==> src/rtl/sa_pkg.sv <==
// Shared types and constants for the systolic array controller.
// Latency: n/a (types, constants and a width helper only).
// Backpressure: n/a.
package sa_pkg;

   typedef enum logic [1:0] {
      S_IDLE   = 2'd0,
      S_LOAD_W = 2'd1,
      S_STREAM = 2'd2,
      S_DONE   = 2'd3
   } sa_state_t;

   // Buffer read latency: data requested at step k reaches the array at k+RD_LAT.
   localparam int RD_LAT = 1;

   // Width of the step counter; it must reach M_max + rows + cols without wrapping.
   function automatic int t_cnt_width(input int cnt_w, input int rows, input int cols);
      return $clog2((1 << cnt_w) + rows + cols);
   endfunction

endpackage

==> src/rtl/sa_window_gen.sv <==
// Per-lane valid-window mask: lane i is high while base+i+RD_LAT <= t <= base+i+M.
// Latency: purely combinational.
// Backpressure: none.
// Ports: t (stream step counter), m (vector count), mask (one bit per lane).
module sa_window_gen
   import sa_pkg::*;
#(
   parameter int N     = 4,
   parameter int BASE  = 0,
   parameter int CNT_W = 8,
   parameter int T_W   = 9
) (
   input  logic [T_W-1:0]   t,
   input  logic [CNT_W-1:0] m,
   output logic [N-1:0]     mask
);

   logic [T_W-1:0] m_ext;

   assign m_ext = T_W'(m);

   // With m == 0 the lower bound exceeds the upper bound, so the lane stays low.
   always_comb begin
      mask = '0;
      for (int i = 0; i < N; i++) begin
         mask[i] = (t >= T_W'(BASE + i + RD_LAT)) &&
                   (t <= T_W'(BASE + i + RD_LAT - 1) + m_ext);
      end
   end

endmodule

==> src/rtl/systolic_array_controller.sv <==
// Sequences a ROWS x COLS weight-stationary systolic array: weight load, skewed input stream, result-valid marks.
// Latency: every output is registered one cycle after the state/counter that produces it.
// Backpressure: none; start is only honoured in IDLE and the job runs at a fixed cadence.
// Ports: start/num_vectors/keep_weights (job command), busy/done (status), w_rd_* (weight buffer),
//        pe_load (PE load strobe), in_rd_* (input buffer), row_en (skewed row valids), col_out_en (column result valids).
module systolic_array_controller
   import sa_pkg::*;
#(
   parameter int ROWS  = 4,
   parameter int COLS  = 4,
   parameter int CNT_W = 8,
   parameter int W_AW  = $clog2(ROWS)
) (
   input  logic             CLK,
   input  logic             RST,
   input  logic             start,
   input  logic [CNT_W-1:0] num_vectors,
   input  logic             keep_weights,
   output logic             busy,
   output logic             done,
   output logic             w_rd_en,
   output logic [W_AW-1:0]  w_rd_addr,
   output logic             pe_load,
   output logic             in_rd_en,
   output logic [CNT_W-1:0] in_rd_addr,
   output logic [ROWS-1:0]  row_en,
   output logic [COLS-1:0]  col_out_en
);

   localparam int T_W = t_cnt_width(CNT_W, ROWS, COLS);

   sa_state_t        state, state_nxt;
   logic [T_W-1:0]   cnt, cnt_nxt;     // k in LOAD_W, t in STREAM
   logic [CNT_W-1:0] m_q;
   logic [T_W-1:0]   stream_last;
   logic [ROWS-1:0]  row_mask;
   logic [COLS-1:0]  col_mask;

   logic             busy_d, done_d, w_rd_en_d, pe_load_d, in_rd_en_d;
   logic [W_AW-1:0]  w_rd_addr_d;
   logic [CNT_W-1:0] in_rd_addr_d;
   logic [ROWS-1:0]  row_en_d;
   logic [COLS-1:0]  col_out_en_d;

   assign stream_last = T_W'(m_q) + T_W'(ROWS + COLS - 1);

   sa_window_gen #(.N(ROWS), .BASE(0), .CNT_W(CNT_W), .T_W(T_W)) u_row_win (
      .t    (cnt),
      .m    (m_q),
      .mask (row_mask)
   );

   sa_window_gen #(.N(COLS), .BASE(ROWS), .CNT_W(CNT_W), .T_W(T_W)) u_col_win (
      .t    (cnt),
      .m    (m_q),
      .mask (col_mask)
   );

   // State register
   always_ff @(posedge CLK) begin
      if (RST) begin
         state <= S_IDLE;
         cnt   <= '0;
         m_q   <= '0;
      end else begin
         state <= state_nxt;
         cnt   <= cnt_nxt;
         if (state == S_IDLE && start) begin
            m_q <= num_vectors;
         end
      end
   end

   // Next state. keep_weights only steers the IDLE branch, so it needs no holding register.
   always_comb begin
      state_nxt = state;
      cnt_nxt   = '0;
      case (state)
         S_IDLE: begin
            if (start) begin
               if (!keep_weights)             state_nxt = S_LOAD_W;
               else if (num_vectors != '0)    state_nxt = S_STREAM;
               else                           state_nxt = S_DONE;
            end
         end
         S_LOAD_W: begin
            if (cnt == T_W'(ROWS)) state_nxt = (m_q != '0) ? S_STREAM : S_DONE;
            else                   cnt_nxt   = cnt + T_W'(1);
         end
         S_STREAM: begin
            if (cnt == stream_last) state_nxt = S_DONE;
            else                    cnt_nxt   = cnt + T_W'(1);
         end
         S_DONE:  state_nxt = S_IDLE;
         default: state_nxt = S_IDLE;
      endcase
   end

   // Output decode. Weights are read bottom row first; pe_load trails the read by RD_LAT.
   always_comb begin
      busy_d       = (state != S_IDLE);
      done_d       = (state == S_DONE);
      w_rd_en_d    = 1'b0;
      w_rd_addr_d  = '0;
      pe_load_d    = 1'b0;
      in_rd_en_d   = 1'b0;
      in_rd_addr_d = '0;
      row_en_d     = '0;
      col_out_en_d = '0;
      case (state)
         S_LOAD_W: begin
            if (cnt < T_W'(ROWS)) begin
               w_rd_en_d   = 1'b1;
               w_rd_addr_d = W_AW'(T_W'(ROWS - 1) - cnt);
            end
            pe_load_d = (cnt >= T_W'(RD_LAT));
         end
         S_STREAM: begin
            if (cnt < T_W'(m_q)) begin
               in_rd_en_d   = 1'b1;
               in_rd_addr_d = cnt[CNT_W-1:0];
            end
            row_en_d     = row_mask;
            col_out_en_d = col_mask;
         end
         default: ;
      endcase
   end

   // Output registers
   always_ff @(posedge CLK) begin
      if (RST) begin
         busy       <= 1'b0;
         done       <= 1'b0;
         w_rd_en    <= 1'b0;
         w_rd_addr  <= '0;
         pe_load    <= 1'b0;
         in_rd_en   <= 1'b0;
         in_rd_addr <= '0;
         row_en     <= '0;
         col_out_en <= '0;
      end else begin
         busy       <= busy_d;
         done       <= done_d;
         w_rd_en    <= w_rd_en_d;
         w_rd_addr  <= w_rd_addr_d;
         pe_load    <= pe_load_d;
         in_rd_en   <= in_rd_en_d;
         in_rd_addr <= in_rd_addr_d;
         row_en     <= row_en_d;
         col_out_en <= col_out_en_d;
      end
   end

endmodule

==> config.mk <==
export PLATFORM = sky130hd
export DESIGN_NAME = systolic_array_controller
export DESIGN_NICKNAME = d
export VERILOG_FILES = /design/src/rtl/sa_pkg.sv /design/src/rtl/sa_window_gen.sv /design/src/rtl/systolic_array_controller.sv
export SDC_FILE = /design/constraint.sdc
export NUM_CORES = 1
export LEC_CHECK = 0
export CAP_MARGIN = 15
export CORE_MARGIN = 2
export CORE_UTILIZATION = 45
export CTS_BUF_LIST = sky130_fd_sc_hd__clkbuf_4
export CTS_CLUSTER_SIZE = 25
export DETAILED_ROUTE_END_ITERATION = 10
export SLEW_MARGIN = 20
export SYNTH_ARGS = -nofsm -noshare
export SYNTH_HDL_FRONTEND = slang
export SYNTH_HIERARCHICAL = 1
export SYNTH_SLANG_ARGS = --single-unit
==> constraint.sdc <==
create_clock -name CLK -period 8.9 [get_ports CLK]
set_clock_uncertainty 0.2 [all_clocks]
set_input_delay 0.89 -clock CLK [delete_from_list [all_inputs] [get_ports CLK]]
set_output_delay 0.89 -clock CLK [all_outputs]
set_load 0.01 [all_outputs]
==> results of run 1 <==
-- through the flow --
step / area (um^2) / hold slack, ns / total power (W) / setup WS (ns) / util
floorplan: 4370 / 0.285 / 0.000507 / 5.91 / -
global placement: 4850 / 0.311 / 0.000603 / 5.62 / 0.520
detailed placement: 4850 / 0.326 / 0.000611 / 5.51 / 0.520
CTS: 4930 / 0.344 / 0.000742 / 5.44 / 0.529
global route: 4930 / 0.375 / 0.000799 / 5.22 / 0.529
finish: 4930 / 0.330 / 0.000740 / 5.39 / 0.529
-- state kept, by name (all words and copies together), names as in the netlist --
register and cells:
pe_load 1, row_en 4, in_rd_addr 8, w_rd_addr 2, cnt 9, busy 1, in_rd_en 1, done 1
w_rd_en 1, m_q 8, state 2, col_out_en 4
-- tightest hold or removal path, delay by kind of cell, from the launching register on --
family | cells | cell delay [ns]
flip-flops | 1 | 0.36
AND/OR/NAND/NOR | 1 | 0.08
multiplexers | 1 | 0.06
-- Yosys cell counts, drive strengths merged, types with 3 or more instances --
master	number
or3	4
a221oi	3
inv	34
nand3	27
nand2	36
xnor2	35
o21a	5
nor3b	7
a21oi	37
nand4	17
a21o	12
o21ai	10
nor3	22
a211oi	9
and2	9
o21bai	3
clkbuf	16
nor4	8
xor2	15
nor2b	7
ha	95
dfxtp	42
nor2	39
a21boi	3
nand2b	5
and3	6
-- routing by layer --
metal  track usage  up-vias
li1              -     1972
met5             0        -
met3        0.0353       16
met4        0.0626        0
met1         0.308     1885
met2         0.418       94
-- cells by family after synthesis --
group                    Yosys count  synth area share
AND/OR/NAND/NOR                  194             0.228
AO/OA/AOI/OAI                     97             0.150
adder cells (fa/ha/maj)           95             0.272
buffers and inverters             53            0.0473
XOR/XNOR                          51             0.106
flip-flops                        42             0.193
multiplexers                       2           0.00459
-- final cells by class --
cell class	instances	area, um^2	area share
Multi-Input combinational cell	439	3320	0.672
Inverter	35	131	0.0266
Clock buffer	6	45.0	0.00913
Timing Repair Buffer	42	400	0.0811
Sequential cell	42	841	0.170
Clock inverter	2	37.5	0.00761
Tap cell	129	161	0.0327
-- report_power, final --
part / leakage [nW] / switching, W / internal (W)
clock: 0.0419 / 0.0000667 / 0.0000624
combinational: 1.73 / 0.000226 / 0.000157
sequential: 0.340 / 0.0000238 / 0.000204
total: 2.12 / 0.000317 / 0.000423
-- cells in the final DEF (no fill, tap or decap), types with 3 or more instances in the layout --
cell	count
a211oi_1	9
a21o_1	12
a21oi_1	37
and2_1	9
and3_1	6
buf_4	8
clkbuf_4	6
clkdlybuf4s50_1	34
dfxtp_1	42
ha_1	95
inv_1	32
nand2_1	36
nand2b_1	5
nand3_1	27
nand4_1	17
nor2_1	39
nor2b_1	7
nor3_1	22
nor3b_1	6
nor4_1	8
o21a_1	5
o21ai_0	9
o21bai_1	3
or3_1	4
xnor2_1	35
xor2_1	15
-- how the worst max path moves through the flow --
stage                     cells after the start                start                       end  slack (ns)
after floorplan                              11  m_q[2]$_SDFFE_PP0P_  col_out_en[2]$_SDFF_PP0_        5.91
after global placement                       11  m_q[3]$_SDFFE_PP0P_      row_en[3]$_SDFF_PP0_        5.62
after detailed placement                     11  m_q[3]$_SDFFE_PP0P_      row_en[3]$_SDFF_PP0_        5.51
after CTS                                    11  m_q[3]$_SDFFE_PP0P_      row_en[3]$_SDFF_PP0_        5.44
after global routing                         11  m_q[3]$_SDFFE_PP0P_      row_en[3]$_SDFF_PP0_        5.22
final                                        11  m_q[3]$_SDFFE_PP0P_      row_en[3]$_SDFF_PP0_        5.39
==> key figures, run 1 <==
Setup path
  – Worst Path Required: approximately 9.0 ns
  – Worst path bufs/invs: 1
  – CP cell instances: inv_2 -> nor4_1 -> nand2b_1 -> xnor2_1 -> ha_1 -> a21oi_1 -> nor2_1 -> a211oi_1 -> o21ai_0 -> a21boi_0 -> and2_1
  – Crit path DAT: 3.61 ns
  – Reg-to-reg slack, setup: between 5 and 6 ns
  – Worst setup EP type: flop
  – Startpoint Class: flop
  – Reg2reg path depth: 11
  – FF-to-FF End: row_en[3]$_SDFF_PP0_
  – Max stage delay on crit path: approximately 0.79 ns
  – Critical path type: flop to flop
  – Crit-path slowest cell: dfxtp_1
  – Cell class contributing the biggest share of worst-path delay: simple AND/OR/NAND/NOR gates
  – Beginning of the worst register-to-register path: m_q[3]$_SDFFE_PP0P_
  – Crit Path Max Fanout: 15

Clock tree
  – Post-CTS setup buffer count: 0
  – Deepest clock path buffer count: 2
  – Clk Latency, worst-skew pair: between 0.3 and 0.4 ns
  – Post_cts resized: 0
  – Sink Count: 42
  – Clock root buffer: clkbuf_4
  – Hold buffer count at cts: 0
  – Clock slew at reported path FFs: about 0.13 ns
  – Htree depth: 2
  – CTS Buf Count: 5
  – CTS tree: done

Die
  – Site row count: 35
  – Core Footprint: just over 9000 um^2
  – Chip Width: slightly above 100 um
  – Die area: ~11000 um^2
  – Initial core utilization: 0.468
  – Io pins: 35
  – Die Span Y: around 100 um

Global routing
  – Total Routing Usage GR: 0.239
  – First-pass GRT wire length: slightly below 20000 um
  – Largest net degree at the start of global routing: 24
  – Overflow after GRT: 0
  – Antenna violations before repair: 0
  – Vias in the first global route: a little over 4000

Detailed routing
  – Via Count: just under 4000
  – Post-DRT Antenna Nets: 0
  – Routed wl met2: about 5500 um
  – Met1 WL: around 5600 um
  – Per-cell routed wire length: ~17 um
  – Routed WL: 11900 um
  – Highest Signal Layer: met4
  – TritonRoute pass-1 iters: 4
  – DRC viols: 0
  – Met3 WL: between 500 and 600 um
  – Vias per cell: between 5 and 6
  – Number of DRC markers in iteration 0: approximately 170

Layout
  – Ant. Diodes: 0
  – Fill cells: slightly below 900
  – Finished Layout Cells: ~700
  – Share of cells above drive strength 1: 0.0424
  – P&R area growth vs syn: 13.0%
  – Final net count: around 670

Hold path
  – Hold crit path type: flop to flop
  – Hold wc startpoint: state[0]$_SDFFE_PP0P_
  – Worst Hold End: state[0]$_SDFFE_PP0P_
  – Hold Path Depth: 2

Placed design
  – Hpwl dp: 8380 um
  – # port buffers: 34
  – Placed Cells: roughly 700
  – GPL Wtd Cong: 0.936

Power
  – Leakage: 2.12 nW
  – Power Density: between 100 and 150 nW/um^2
  – Max VDD drop: 0.145 mV

Synthesis
  – Synth Instances: ~530
  – Ys async rst share: 0
  – Top cells by area, synth: ha_1 (27%), dfxtp_1 (19%), xnor2_1 (7.0%), a21oi_1 (4.2%), nor2_1 (3.4%)
  – Seq/Total Area, Yosys: 0.193
  – Post-Syn Area: 4370 um^2
  – #FFs+latches synth: between 40 and 50
  – Yosys top cell area share: 0.272
  – Ys Warns: 6
  – Distinct cells, synth: 57
  – Avg Inst Size Synth: 8.17 um^2
  – Synth Net Count: 641
  – Post-synth EDFFs: 0
  – Synth Flop Type: dfxtp_1
  – Cell taking the most area after synthesis: ha_1

STA
  – Slew Viols, Final: 0
  – F_max: around 0.29 GHz
  – RSZ-0062 raised after global routing: false
  – Final setup fails: 0
  – Minimum clock period after layout: ~3.5 ns
  – Worst-Margin Slew: a little over 1 ns
  – Post-route setup TNS: 0 ns
  – Final Hold Vio Count: 0
  – Crit share post-route: 0.394
  – Worst relative slew slack: 0.313

Flow run
  – Max_cap viols: 0

Outcome
  – Status: finished clean
(Power assumes the default switching activity.)
==> inputs of run 2 (changes only) <==
- clock period: 8.9 -> 3.7 ns (I/O delays scaled with it)
==> key figures, run 2 (synthesis results as in run 1) <==
Outcome
  – Status: finished clean

Layout
  – Most common cell after layout, fill and taps aside: ha_1
  – Ant. Diodes: 0
  – P&R area growth vs syn: 14.0%
  – Max reg flops: 9
  – Highest-count cells in the layout ignoring fill and taps: ha_1 (95), dfxtp_1 (42), nor2_1 (39), a21oi_1 (37), nand2_1 (36)
  – Largest regs: cnt x9, in_rd_addr x8, m_q x8
  – Share of cells above drive strength 1: 0.0557
  – Largest Register: cnt
  – Final net count: a little under 700

Detailed routing
  – TritonRoute pass-1 iters: 5
  – Number of DRC markers in iteration 0: 146
  – Via Count: around 4000
  – DRC viols: 0
  – Post-DRT Antenna Nets: 0
  – Vias per cell: between 5 and 6
  – Per-cell routed wire length: roughly 17 um
  – Routed WL: roughly 12000 um

Hold path
  – Hold crit path type: flop to flop
  – Hold Path Depth: 2
  – Worst Hold End: state[0]$_SDFFE_PP0P_
  – Hold wc startpoint: state[0]$_SDFFE_PP0P_

Clock tree
  – CTS Buf Count: 5
  – Clock slew at reported path FFs: 0.16 ns
  – Sink Count: 42
  – Post-CTS setup buffer count: 0
  – Post_cts resized: 0
  – Clk Latency, worst-skew pair: between 0.3 and 0.4 ns
  – Hold buffer count at cts: 0
  – Clock root buffer: clkbuf_4
  – CTS tree: done
  – Htree depth: 2
  – Deepest clock path buffer count: 2

Power
  – Clk pwr share: 0.160
  – Leakage: ~2.2 nW
  – Sequential share of power: 0.308
  – Pint: a little under 0.001 W
  – Power Density: 353 nW/um^2
  – Switching Fraction: 0.453
  – Psw: between 0.0007 and 0.0008 W
  – Combinational power share: 0.532
  – Tot Pwr: roughly 0.0018 W
  – Max VDD drop: between 0.2 and 0.25 mV

STA
  – Post-route setup TNS: 0 ns
  – RSZ-0062 raised after global routing: false
  – Final Hold Vio Count: 0
  – Final setup fails: 0
  – Crit share post-route: 0.888
  – Worst-Margin Slew: about 1 ns
  – Slew Viols, Final: 0
  – F_max: about 0.30 GHz
  – Minimum clock period after layout: 3.29 ns
  – Worst relative slew slack: 0.335

Flow run
  – Max_cap viols: 0

Global routing
  – First-pass GRT wire length: roughly 20000 um
  – Largest net degree at the start of global routing: 21
  – Overflow after GRT: 0
  – Total Routing Usage GR: 0.239
  – Antenna violations before repair: 0
  – Vias in the first global route: between 3000 and 4000

Setup path
  – FF-to-FF End: row_en[2]$_SDFF_PP0_
  – Reg-to-reg slack, setup: ~0.41 ns
  – Startpoint Class: flop
  – Max stage delay on crit path: just under 0.7 ns
  – Worst setup EP type: flop
  – Beginning of the worst register-to-register path: m_q[3]$_SDFFE_PP0P_
  – Crit Path Max Fanout: 13
  – Worst Path Required: 3.82 ns
  – Worst path bufs/invs: 1
  – CP cell instances: inv_2 -> nor4_1 -> nand2_1 -> xnor2_1 -> ha_1 -> and3_1 -> nand4_1 -> or4b_1 -> a21oi_1 -> and2_1
  – Cell class contributing the biggest share of worst-path delay: simple AND/OR/NAND/NOR gates
  – Crit path DAT: 3.41 ns
  – Crit-path slowest cell: dfxtp_1
  – Reg2reg path depth: 10
  – Critical path type: flop to flop

Placed design
  – GPL Wtd Cong: roughly 0.93
  – Hpwl dp: a little under 9000 um
  – # port buffers: 34

Die
  – Die Span Y: 102 um
  – Io pins: 35
  – Die area: approximately 11000 um^2
  – Initial core utilization: 0.468
  – Core Footprint: 9330 um^2
  – Site row count: 35
  – Chip Width: between 100 and 150 um
[run 2: power by group through the flow]
stage	Combinational, W	Sequential (W)	Clock, W
after global routing	0.00105	0.000549	0.000301
after floorplan	0.000664	0.000555	0
final	0.000936	0.000541	0.000280
after CTS	0.000935	0.000541	0.000289
after global placement	0.000924	0.000550	0
after detailed placement	0.000930	0.000551	0
[run 2: area by class of cell]
| class | count | area (um^2) |
|---|---|---|
| Tap cell | 129 | 161 |
| Fill cell | 914 | 4350 |
| Inverter | 35 | 131 |
| Sequential cell | 42 | 841 |
| Clock inverter | 3 | 27.5 |
| Multi-Input combinational cell | 439 | 3320 |
| Clock buffer | 5 | 37.5 |
| Timing Repair Buffer | 50 | 460 |
[run 2: metrics by stage]
stage | area, um^2 | util | hold WS [ns] | setup slack, ns | cells
after floorplan | 4370 | - | 0.242 | 0.710 | 534
after global placement | 4910 | 0.527 | 0.307 | 0.619 | 695
after detailed placement | 4910 | 0.527 | 0.314 | 0.515 | 695
after CTS | 4980 | 0.534 | 0.333 | 0.453 | 703
after global routing | 4980 | 0.534 | 0.372 | 0.166 | 703
final | 4980 | 0.534 | 0.329 | 0.413 | 703
[run 2: worst min-delay path, stage by stage, from the launching register on]
cell	delay, ns
dfxtp_1	0.37
nand2b_1	0.07
mux2i_1	0.06
[run 2: how the worst max path moves through the flow]
stage                        start  slack (ns)  depth (start not counted)                        to
2_1_floorplan  m_q[2]$_SDFFE_PP0P_        0.71                         11  col_out_en[2]$_SDFF_PP0_
3_3_place_gp   m_q[3]$_SDFFE_PP0P_        0.62                         10      row_en[2]$_SDFF_PP0_
3_5_place_dp   m_q[3]$_SDFFE_PP0P_        0.51                         10      row_en[2]$_SDFF_PP0_
4_1_cts        m_q[3]$_SDFFE_PP0P_        0.45                         10      row_en[2]$_SDFF_PP0_
5_1_grt        m_q[3]$_SDFFE_PP0P_        0.17                         10      row_en[2]$_SDFF_PP0_
6_report       m_q[3]$_SDFFE_PP0P_        0.41                         10      row_en[2]$_SDFF_PP0_
[run 2: metal layers]
layer  vias to the layer above  wire (um)  GRT usage
li1                       1991          -          -
met1                      1849       5590      0.317
met2                       108       5550      0.414
met3                        14        539     0.0244
met4                         0        150     0.0656
met5                         -          0          0
